`src/rtl/uart_8n1_rx_buffer.sv`:
```
// Re-arms an 8N1 receiver after every frame and buffers error-free words in a first-word-fall-through FIFO.
// Define UART_RX_BUFFER_ERR_COUNT_EN to build the saturating errored-frame counter; otherwise err_count is 0.
module uart_8n1_rx_buffer #(
    parameter int DEPTH_LOG2 = 4
) (
    input  logic                clk_baud_16x,
    input  logic                reset_n,
    input  logic [7:0]          recv_data,
    input  logic                recv_busy,
    input  logic                recv_error,
    output logic                recv_read,
    output logic [7:0]          out_data,
    output logic                out_valid,
    input  logic                out_ready,
    output logic [DEPTH_LOG2:0] count,
    output logic                overrun,
    input  logic                overrun_clear,
    output logic [7:0]          err_count
);

    localparam int DEPTH = 2 ** DEPTH_LOG2;
    localparam logic [DEPTH_LOG2:0] FULL_COUNT = (DEPTH_LOG2 + 1)'(DEPTH);
    localparam logic [DEPTH_LOG2:0] PTR_ONE    = (DEPTH_LOG2 + 1)'(1);

    typedef enum logic [1:0] {
        ST_ARM,
        ST_WAIT,
        ST_DONE
    } state_t;

    state_t              state;
    logic [7:0]          mem [DEPTH];
    logic [DEPTH_LOG2:0] wr_ptr;
    logic [DEPTH_LOG2:0] rd_ptr;
    logic                pop;
    logic                push_req;
    logic                full;
    logic                push;
    logic                drop;

    // Extra pointer bit distinguishes full from empty when the index bits match.
    assign count     = wr_ptr - rd_ptr;
    assign out_valid = (count != '0);
    assign out_data  = mem[rd_ptr[DEPTH_LOG2-1:0]];
    assign full      = (count == FULL_COUNT);
    assign pop       = out_valid && out_ready;

    // The pop frees a slot before the full check, so a full FIFO still accepts a push alongside a pop.
    assign push_req  = (state == ST_DONE) && !recv_error;
    assign push      = push_req && (!full || pop);
    assign drop      = push_req && full && !pop;

    // NOTE: sequential state uses non-blocking assignments so every register sees pre-edge values.
    always_ff @(posedge clk_baud_16x) begin
        if (!reset_n) begin
            state     <= ST_ARM;
            recv_read <= 1'b0;
        end else begin
            unique case (state)
                ST_ARM: begin
                    if (recv_busy) begin
                        state     <= ST_WAIT;
                        recv_read <= 1'b0;
                    end else begin
                        recv_read <= 1'b1;
                    end
                end
                ST_WAIT: begin
                    recv_read <= 1'b0;
                    if (!recv_busy) begin
                        state <= ST_DONE;
                    end
                end
                ST_DONE: begin
                    state     <= ST_ARM;
                    recv_read <= 1'b1;
                end
                default: begin
                    state     <= ST_ARM;
                    recv_read <= 1'b0;
                end
            endcase
        end
    end

    always_ff @(posedge clk_baud_16x) begin
        if (!reset_n) begin
            wr_ptr <= '0;
            rd_ptr <= '0;
        end else begin
            if (push) begin
                wr_ptr <= wr_ptr + PTR_ONE;
            end
            if (pop) begin
                rd_ptr <= rd_ptr + PTR_ONE;
            end
        end
    end

    // NOTE: storage is deliberately left out of reset; emptiness is defined by the pointers alone.
    always_ff @(posedge clk_baud_16x) begin
        if (push) begin
            mem[wr_ptr[DEPTH_LOG2-1:0]] <= recv_data;
        end
    end

    always_ff @(posedge clk_baud_16x) begin
        if (!reset_n) begin
            overrun <= 1'b0;
        end else if (drop) begin
            overrun <= 1'b1;
        end else if (overrun_clear) begin
            overrun <= 1'b0;
        end
    end

`ifdef UART_RX_BUFFER_ERR_COUNT_EN
    always_ff @(posedge clk_baud_16x) begin
        if (!reset_n) begin
            err_count <= 8'h00;
        end else if ((state == ST_DONE) && recv_error && (err_count != 8'hFF)) begin
            err_count <= err_count + 8'h01;
        end
    end
`else
    assign err_count = 8'h00;
`endif

endmodule

```
`config.mk`:
```
export PLATFORM = sky130hd
export DESIGN_NAME = uart_8n1_rx_buffer
export DESIGN_NICKNAME = d
export VERILOG_FILES = /design/src/rtl/uart_8n1_rx_buffer.sv
export SDC_FILE = /design/constraint.sdc
export NUM_CORES = 1
export LEC_CHECK = 0
export BUFFER_PORTS_ARGS = -buffer_cell sky130_fd_sc_hd__buf_2
export CORE_MARGIN = 4
export CORE_UTILIZATION = 55
export DETAILED_ROUTE_END_ITERATION = 8
export PLACE_DENSITY = 0.78
export SYNTH_ARGS = -nofsm -noshare
export SYNTH_HDL_FRONTEND = slang
export SYNTH_SLANG_ARGS = --single-unit
```
`constraint.sdc`:
```
create_clock -name clk_baud_16x -period 3.2 [get_ports clk_baud_16x]
set_input_delay 0.64 -clock clk_baud_16x [delete_from_list [all_inputs] [get_ports clk_baud_16x]]
set_output_delay 0.64 -clock clk_baud_16x [all_outputs]
set_load 0.005 [all_outputs]
```
==> impl_metrics.env, run 1 <==
export IMPL_status="complete, no violations"
export IMPL_p_int_uw=3920
export IMPL_p_leak_uw=0.00238
export IMPL_die_h_microns=112
export IMPL_r2r_start="wr_ptr[0]"
export IMPL_worstRegToRegCells=10
export IMPL_critPathTopFamily="adder cells"
export IMPL_cts_buffer_depth=2
export IMPL_ctsRootBufferMaster="clkbuf_8"
export IMPL_drive_gt1_frac=0.367
export IMPL_routedWlPerCell_microns=24.6
export IMPL_final_min_clock_period_ns=3.14
export IMPL_die_x_microns=112
export IMPL_start_kind="flip-flop"
export IMPL_tritoncts="done"
export IMPL_finish_net_count=384
export IMPL_slew_viol_final=0
export IMPL_fin_cells=509
export IMPL_critPathCapture="out_valid"
export IMPL_yosys_area_share_simple=0.0648
export IMPL_wl_mm=12.5
export IMPL_cap_violations=0
export IMPL_fin_crit_sh=0.980
export IMPL_start_util=0.572
export IMPL_startpoint="wr_ptr[0]"
export IMPL_path_clk_slew_ns=0.06
export IMPL_hold_violations=0
export IMPL_synth_top_family_by_area="multiplexers"
export IMPL_yosys_area_share_adder=0.0222
export IMPL_hold_path_class="input port to flip-flop"
export IMPL_fillers=693
export IMPL_io_pins=38
export IMPL_fmax_mhz=319
export IMPL_synth_compound_area_share=0.0153
export IMPL_required_ns=2.56
export IMPL_async_flop_share=0
export IMPL_final_setup_viol_count=0
export IMPL_rsz0062_at_grt="yes"
export IMPL_grt_pass1_wl_mm=19.6
export IMPL_clock_sinks=146
export IMPL_place_area_sq_um=6250
export IMPL_synth_mux_area_frac=0.164
export IMPL_crit_fanout=5
export IMPL_cp_common_cell="inv_1"
export IMPL_p_sw_frac=0.259
export IMPL_crit_cells=8
export IMPL_ctsHoldBuffers=0
export IMPL_vias=3082
export IMPL_clkLatencyLatePin_ns=0.52
export IMPL_max_stage_delay_ns=0.44
export IMPL_hold_slack_ns=0.301
export IMPL_synth_cells=313
export IMPL_grt_start_max_net_pins=33
export IMPL_diodes=0
export IMPL_dpl_cell_count=469
export IMPL_synth_flop_cell="edfxtp_1"
export IMPL_overflow=0
export IMPL_synth_edf_count=128
export IMPL_crit_path_cell_trace="inv_1 -> ha_1 -> inv_1 -> fa_1 -> nand3b_1 -> a211oi_2 -> o22ai_4 -> buf_2"
export IMPL_synth_xor_area_frac=0.00564
export IMPL_drc_errors=0
export IMPL_ys_ff_latch=146
export IMPL_finClkSkew_ns=0.00665
export IMPL_ys_warnings_count=0
export IMPL_slowest_stage="fa_1"
export IMPL_die_area_sq_um=12600
export IMPL_final_area_sq_um=6970
export IMPL_p_clk_frac=0.380
export IMPL_p_total_uw=5290
export IMPL_avgSynthCellArea_sq_um=19.1
export IMPL_rrSetupSlack_ns=0.18
export IMPL_syn_area_sq_um=5990
export IMPL_dp_slack_ns=0.208
export IMPL_cp_data_arrival_time_ns=2.50
export IMPL_dp_final_hpwl_mm=8.00
export IMPL_ant_nets=0
export IMPL_setup_slack_ns=0.0643
export IMPL_vdd_drop_max_mv=0.485
export IMPL_synth_cell_types=38
export IMPL_via_per_inst=6.06
export IMPL_first_global_vias=3199
export IMPL_cts_buffers=17
export IMPL_critPathBufInv=3
export IMPL_r2r_end="mem[0][5]"
export IMPL_yosysSeqAreaShare=0.702
export IMPL_worstSetupPathType="flip-flop to primary output"
export IMPL_drt_iter0_markers=307
export IMPL_area_delta_synth_final_pct=16.4
export IMPL_max_slew_margin=0.590
export IMPL_first_pass_iters=4
export IMPL_tightestPinTransition_ns=0.614
export IMPL_antenna_found_initial=0
export IMPL_grt_usage=0.213
export IMPL_p_seq_frac=0.402
export IMPL_htree_levels=4
export IMPL_p_sw_uw=1370
export IMPL_routabilityCongestion=0.812
export IMPL_rows=37
export IMPL_power_density_nw_per_um2=759
export IMPL_port_buffers=29
export IMPL_coreArea_sq_um=10500
export IMPL_combPwrFrac=0.218
export IMPL_crit_path_end_kind="primary output"
cell type report:
class	count	area, sq um	share of cell area
repair buffers	41	273	0.0391
flip-flops and latches	146	4210	0.604
inverters	7	26.3	0.00377
multi-input cells	147	1680	0.242
clock inverters	15	193	0.0277
clock buffers	17	414	0.0594
well taps	136	170	0.0244
kinds of logic after synthesis:
group,Yosys count
flip-flops,146
AND/OR/NAND/NOR,65
multiplexers,48
buffers and inverters,27
AO/OA/AOI/OAI,13
adder cells (fa/ha/maj),10
XOR/XNOR,3
other,1
flip-flops by register name, indices dropped and copies added (netlist names), named ones only:
| signal | count |
|---|---|
| mem | 128 |
| overrun | 1 |
| rd_ptr | 5 |
| wr_ptr | 5 |
| state | 2 |
| recv_read | 1 |
cell usage in the layout (no fill, tap or decap), drive strengths merged:
cell      synthesis  layout
a211oi            1       1
a21boi            2       2
a21oi             6       6
and2              5       5
and3             15      15
and3b             1       1
and4b             1       1
buf              18      40
bufbuf            0       1
bufinv            0       3
clkbuf            2      17
clkinv            0       1
clkinvlp          0       4
conb              1       8
dfxtp            18      18
edfxtp          128     128
fa                1       1
ha                9       9
inv               7      14
mux2i             8       8
mux4             40      40
nand2            16      16
nand2b            5       5
nand3             6       6
nand3b            2       2
nand4             2       2
nand4b            1       1
nor2              2       2
nor2b             3       3
nor3              1       1
nor3b             3       3
nor4bb            1       1
o21ai             3       3
o22ai             1       1
or2               1       1
xor2              3       3
power by group through the flow:
stage | Sequential, uW | Clock, uW | Combinational, uW
final | 2130 | 2010 | 1160
after global routing | 2130 | 2120 | 1240
after floorplan | 2150 | 0 | 705
after detailed placement | 2180 | 0 | 987
after global placement | 2170 | 0 | 961
after CTS | 2140 | 2030 | 1040
stage by stage:
| step | util | setup TNS [ns] |
|---|---|---|
| after floorplan | - | 0 |
| after global placement | 0.597 | 0 |
| after detailed placement | 0.597 | 0 |
| after CTS | 0.659 | 0 |
| after global routing | 0.666 | -0.0719 |
| final | 0.666 | 0 |
how the worst min path moves through the flow:
stage | slack [ns] | cells after the start | start | end
after floorplan | 0.41 | 1 | state[0] | recv_read
after global placement | 0.43 | 1 | state[0] | recv_read
after detailed placement | 0.45 | 1 | state[0] | recv_read
after CTS | 0.28 | 2 | recv_busy | state[1]
after global routing | 0.28 | 2 | recv_busy | state[1]
final | 0.30 | 2 | recv_busy | state[1]
Yosys cell counts, types with 2 or more instances:
master    number  area, sq um
edfxtp_1     128         3840
mux4_2        40          901
dfxtp_1       18          360
nand2_1       16         60.1
and3_1        11         68.8
buf_4         11         82.6
ha_1           9          113
mux2i_1        8         80.1
inv_1          7         26.3
a21oi_1        6         30.0
nand3_1        6         30.0
and2_1         5         31.3
buf_1          5         18.8
nand2b_1       5         31.3
and3_2         4         30.0
nor2b_1        3         18.8
nor3b_1        3         22.5
o21ai_0        3         15.0
clkbuf_1       2         7.51
nand3b_1       2         15.0
nand4_1        2         12.5
nor2_1         2         7.51
xor2_1         2         17.5
timing repair:
| action | CTS | global route |
|---|---|---|
| gates resized for setup | 2 | 13 |
| setup endpoints to repair | 4 | 84 |
| buffers inserted | 0 | 7 |
| cloned | 1 | 0 |
| hold endpoints to repair | 0 | 0 |
| pin swaps | 0 | 3 |
layer usage:
metal / share of wire / GRT usage
met1: 0.39 / 0.287
met2: 0.51 / 0.340
met3: 0.084 / 0.0609
met4: 0.016 / 0.0673
met5: 0 / 0
(Power assumes the default switching activity.)
==> run 2, diff against run 1 <==
- ABC_AREA: not set -> 1
==> impl_metrics.env, run 2 <==
export IMPL_status="complete, no violations"
export IMPL_ys_warnings_count=0
export IMPL_synth_area_top_cells="edfxtp_1, dfxtp_1, mux2i_1"
export IMPL_die_h_microns=115
export IMPL_ctsRootBufferMaster="clkbuf_16"
export IMPL_grt_pass1_wl_mm=20.9
export IMPL_finish_net_count=561
export IMPL_clock_sinks=146
export IMPL_ys_ff_latch=146
export IMPL_hold_slack_ns=0.404
export IMPL_synth_area_leader_cell="edfxtp_1"
export IMPL_hold_violations=0
export IMPL_fmax_mhz=340
export IMPL_p_sw_uw=1090
export IMPL_port_buffers=29
export IMPL_worstSetupPathType="flip-flop to primary output"
export IMPL_clkLatencyLatePin_ns=0.42
export IMPL_hold_path_class="input port to flip-flop"
export IMPL_tightestPinTransition_ns=0.668
export IMPL_diodes=0
export IMPL_avgSynthCellArea_sq_um=12.6
export IMPL_required_ns=2.56
export IMPL_htree_levels=4
export IMPL_crit_fanout=8
export IMPL_max_slew_margin=0.553
export IMPL_overflow=0
export IMPL_multiInputGateArea_sq_um=1700
export IMPL_final_cell_mix="edfxtp_1, inv_1, a21oi_1"
export IMPL_slew_viol_final=0
export IMPL_async_flop_share=0
export IMPL_synth_cell_types=32
export IMPL_finClkSkew_ns=0.0103
export IMPL_final_common_cell="edfxtp_1"
export IMPL_drt_iter0_markers=382
export IMPL_cts_buffer_depth=2
export IMPL_dp_final_hpwl_mm=8.63
export IMPL_fin_tns_setup_ns=0
export IMPL_routabilityCongestion=0.863
export IMPL_via_per_inst=5.67
export IMPL_cts_setup_buffers=0
export IMPL_ff_latch_area_sq_um=4210
export IMPL_fillers=779
export IMPL_rsz0062_at_grt="no"
export IMPL_dpl_cell_count=658
export IMPL_path_clk_slew_ns=0.05
export IMPL_yosysSeqAreaShare=0.671
export IMPL_p_clk_frac=0.428
export IMPL_largest_reg_flops=128
export IMPL_final_setup_viol_count=0
export IMPL_drc_errors=0
export IMPL_final_min_clock_period_ns=2.94
export IMPL_cts_buffers=17
export IMPL_grt_usage=0.215
export IMPL_p_sw_frac=0.233
export IMPL_yosysMostFrequentCell="edfxtp_1"
export IMPL_crit_path_end_kind="primary output"
export IMPL_die_area_sq_um=13200
export IMPL_drive_gt1_frac=0.160
export IMPL_cp_data_arrival_time_ns=2.30
export IMPL_p_leak_uw=0.00264
export IMPL_vdd_drop_max_mv=0.357
export IMPL_area_delta_synth_final_pct=14.5
export IMPL_power_density_nw_per_um2=650
export IMPL_synth_cells=496
export IMPL_die_x_microns=115
export IMPL_grt_start_max_net_pins=29
export IMPL_start_kind="flip-flop"
export IMPL_fin_crit_sh=0.920
export IMPL_synth_edf_count=128
export IMPL_io_pins=38
export IMPL_fin_cells=690
export IMPL_tritoncts="done"
export IMPL_p_seq_frac=0.454
export IMPL_p_int_uw=3580
export IMPL_antenna_found_initial=0
export IMPL_routedWlPerCell_microns=19.1
export IMPL_synth_flop_cell="edfxtp_1"
export IMPL_ant_nets=0
export IMPL_wl_mm=13.2
export IMPL_combPwrFrac=0.118
export IMPL_first_global_vias=3899
export IMPL_synth_top_cells_by_count="edfxtp_1, inv_1, a21oi_1"
export IMPL_coreArea_sq_um=11000
export IMPL_rows=38
export IMPL_start_util=0.570
export IMPL_cap_violations=0
export IMPL_first_pass_iters=7
export IMPL_synth_top_cell_area_share=0.614
export IMPL_vias=3915
export IMPL_syn_area_sq_um=6260
## run 2: cell types whose count changed in the layout (fill, tap and decap cells not counted), moves of 8 or more
| cell | change |
|---|---|
| a21oi_1 | +37 |
| and3_2 | -12 |
| buf_4 | +8 |
| inv_1 | +43 |
| mux2i_1 | +24 |
| mux4_2 | -40 |
| nand2_1 | +19 |
| nand3_1 | +20 |
| nor2_1 | +23 |
| o211ai_1 | +32 |
| o21ai_0 | +36 |
## run 2: metrics by stage
step,utilization,setup WS [ns],cell area [sq um],total power (uW)
floorplan,-,0.711,6290,2530
global placement,0.599,0.536,6570,2680
detailed placement,0.599,0.383,6570,2700
CTS,0.653,0.199,7170,4690
global route,0.653,0.0928,7170,4850
finish,0.653,0.257,7170,4660
## run 2: timing repair
| action | CTS | global route |
|---|---|---|
| hold buffers | 0 | 0 |
| resized for setup | 0 | 1 |
| setup endpoints to repair | 0 | 1 |
## run 2: final timing paths
kind / cells after the start / from / slack [ns] / endpoint
min: 2 / recv_busy / 0.40 / state[1]
min reg2reg: 1 / state[1] / 0.43 / state[1]
max reg2reg: 13 / wr_ptr[0] / 0.42 / mem[12][6]
max: 9 / wr_ptr[0] / 0.26 / out_valid
## run 2: kinds of logic (layout without fill, tap and decap cells)
| family | count (synthesis) | in the layout | share of synthesized area |
|---|---|---|---|
| muxes | 32 | 32 | 0.0511 |
| adders and majority gates | 10 | 10 | 0.0212 |
| other | 1 | 8 | 0.000599 |
| and+or+nand+nor | 100 | 100 | 0.0805 |
| AOI/OAI and AO/OA | 115 | 115 | 0.105 |
| buffers and inverters | 85 | 132 | 0.0609 |
| xor gates and xnor gates | 7 | 7 | 0.00979 |
| DFF | 146 | 146 | 0.671 |
## run 2: power by group through the flow
| stage | clock network [uW] | registers, uW | logic (uW) |
|---|---|---|---|
| after floorplan | 0 | 2130 | 404 |
| after global placement | 0 | 2150 | 526 |
| after detailed placement | 0 | 2160 | 547 |
| after CTS | 2020 | 2120 | 553 |
| after global routing | 2110 | 2120 | 617 |
| final | 1990 | 2120 | 552 |
## run 2: final cells by class
type / instances / share of cell area
well taps: 140 / 0.0244
inverters: 53 / 0.0288
multi-input cells: 272 / 0.238
repair buffers: 47 / 0.0391
clock inverters: 14 / 0.0235
clock buffers: 18 / 0.0598
flip-flops and latches: 146 / 0.587
## run 2: per-layer routing
| layer | global-route usage | routed length (microns) | vias to the layer above |
|---|---|---|---|
| met4 | 0.0884 | 322 | 0 |
| met2 | 0.331 | 6370 | 159 |
| li1 | - | - | 1842 |
| met1 | 0.286 | 5500 | 1889 |
| met3 | 0.0661 | 1020 | 25 |
| met5 | 0 | 0 | - |
## run 2: worst max-delay path: stages (launching register included)
cell      delay [ns]
dfxtp_2         0.34
inv_1           0.12
ha_1            0.17
inv_1           0.06
fa_1            0.40
xor2_1          0.17
nand2b_2        0.20
nor2_4          0.18
nand2_4         0.11
buf_2           0.14
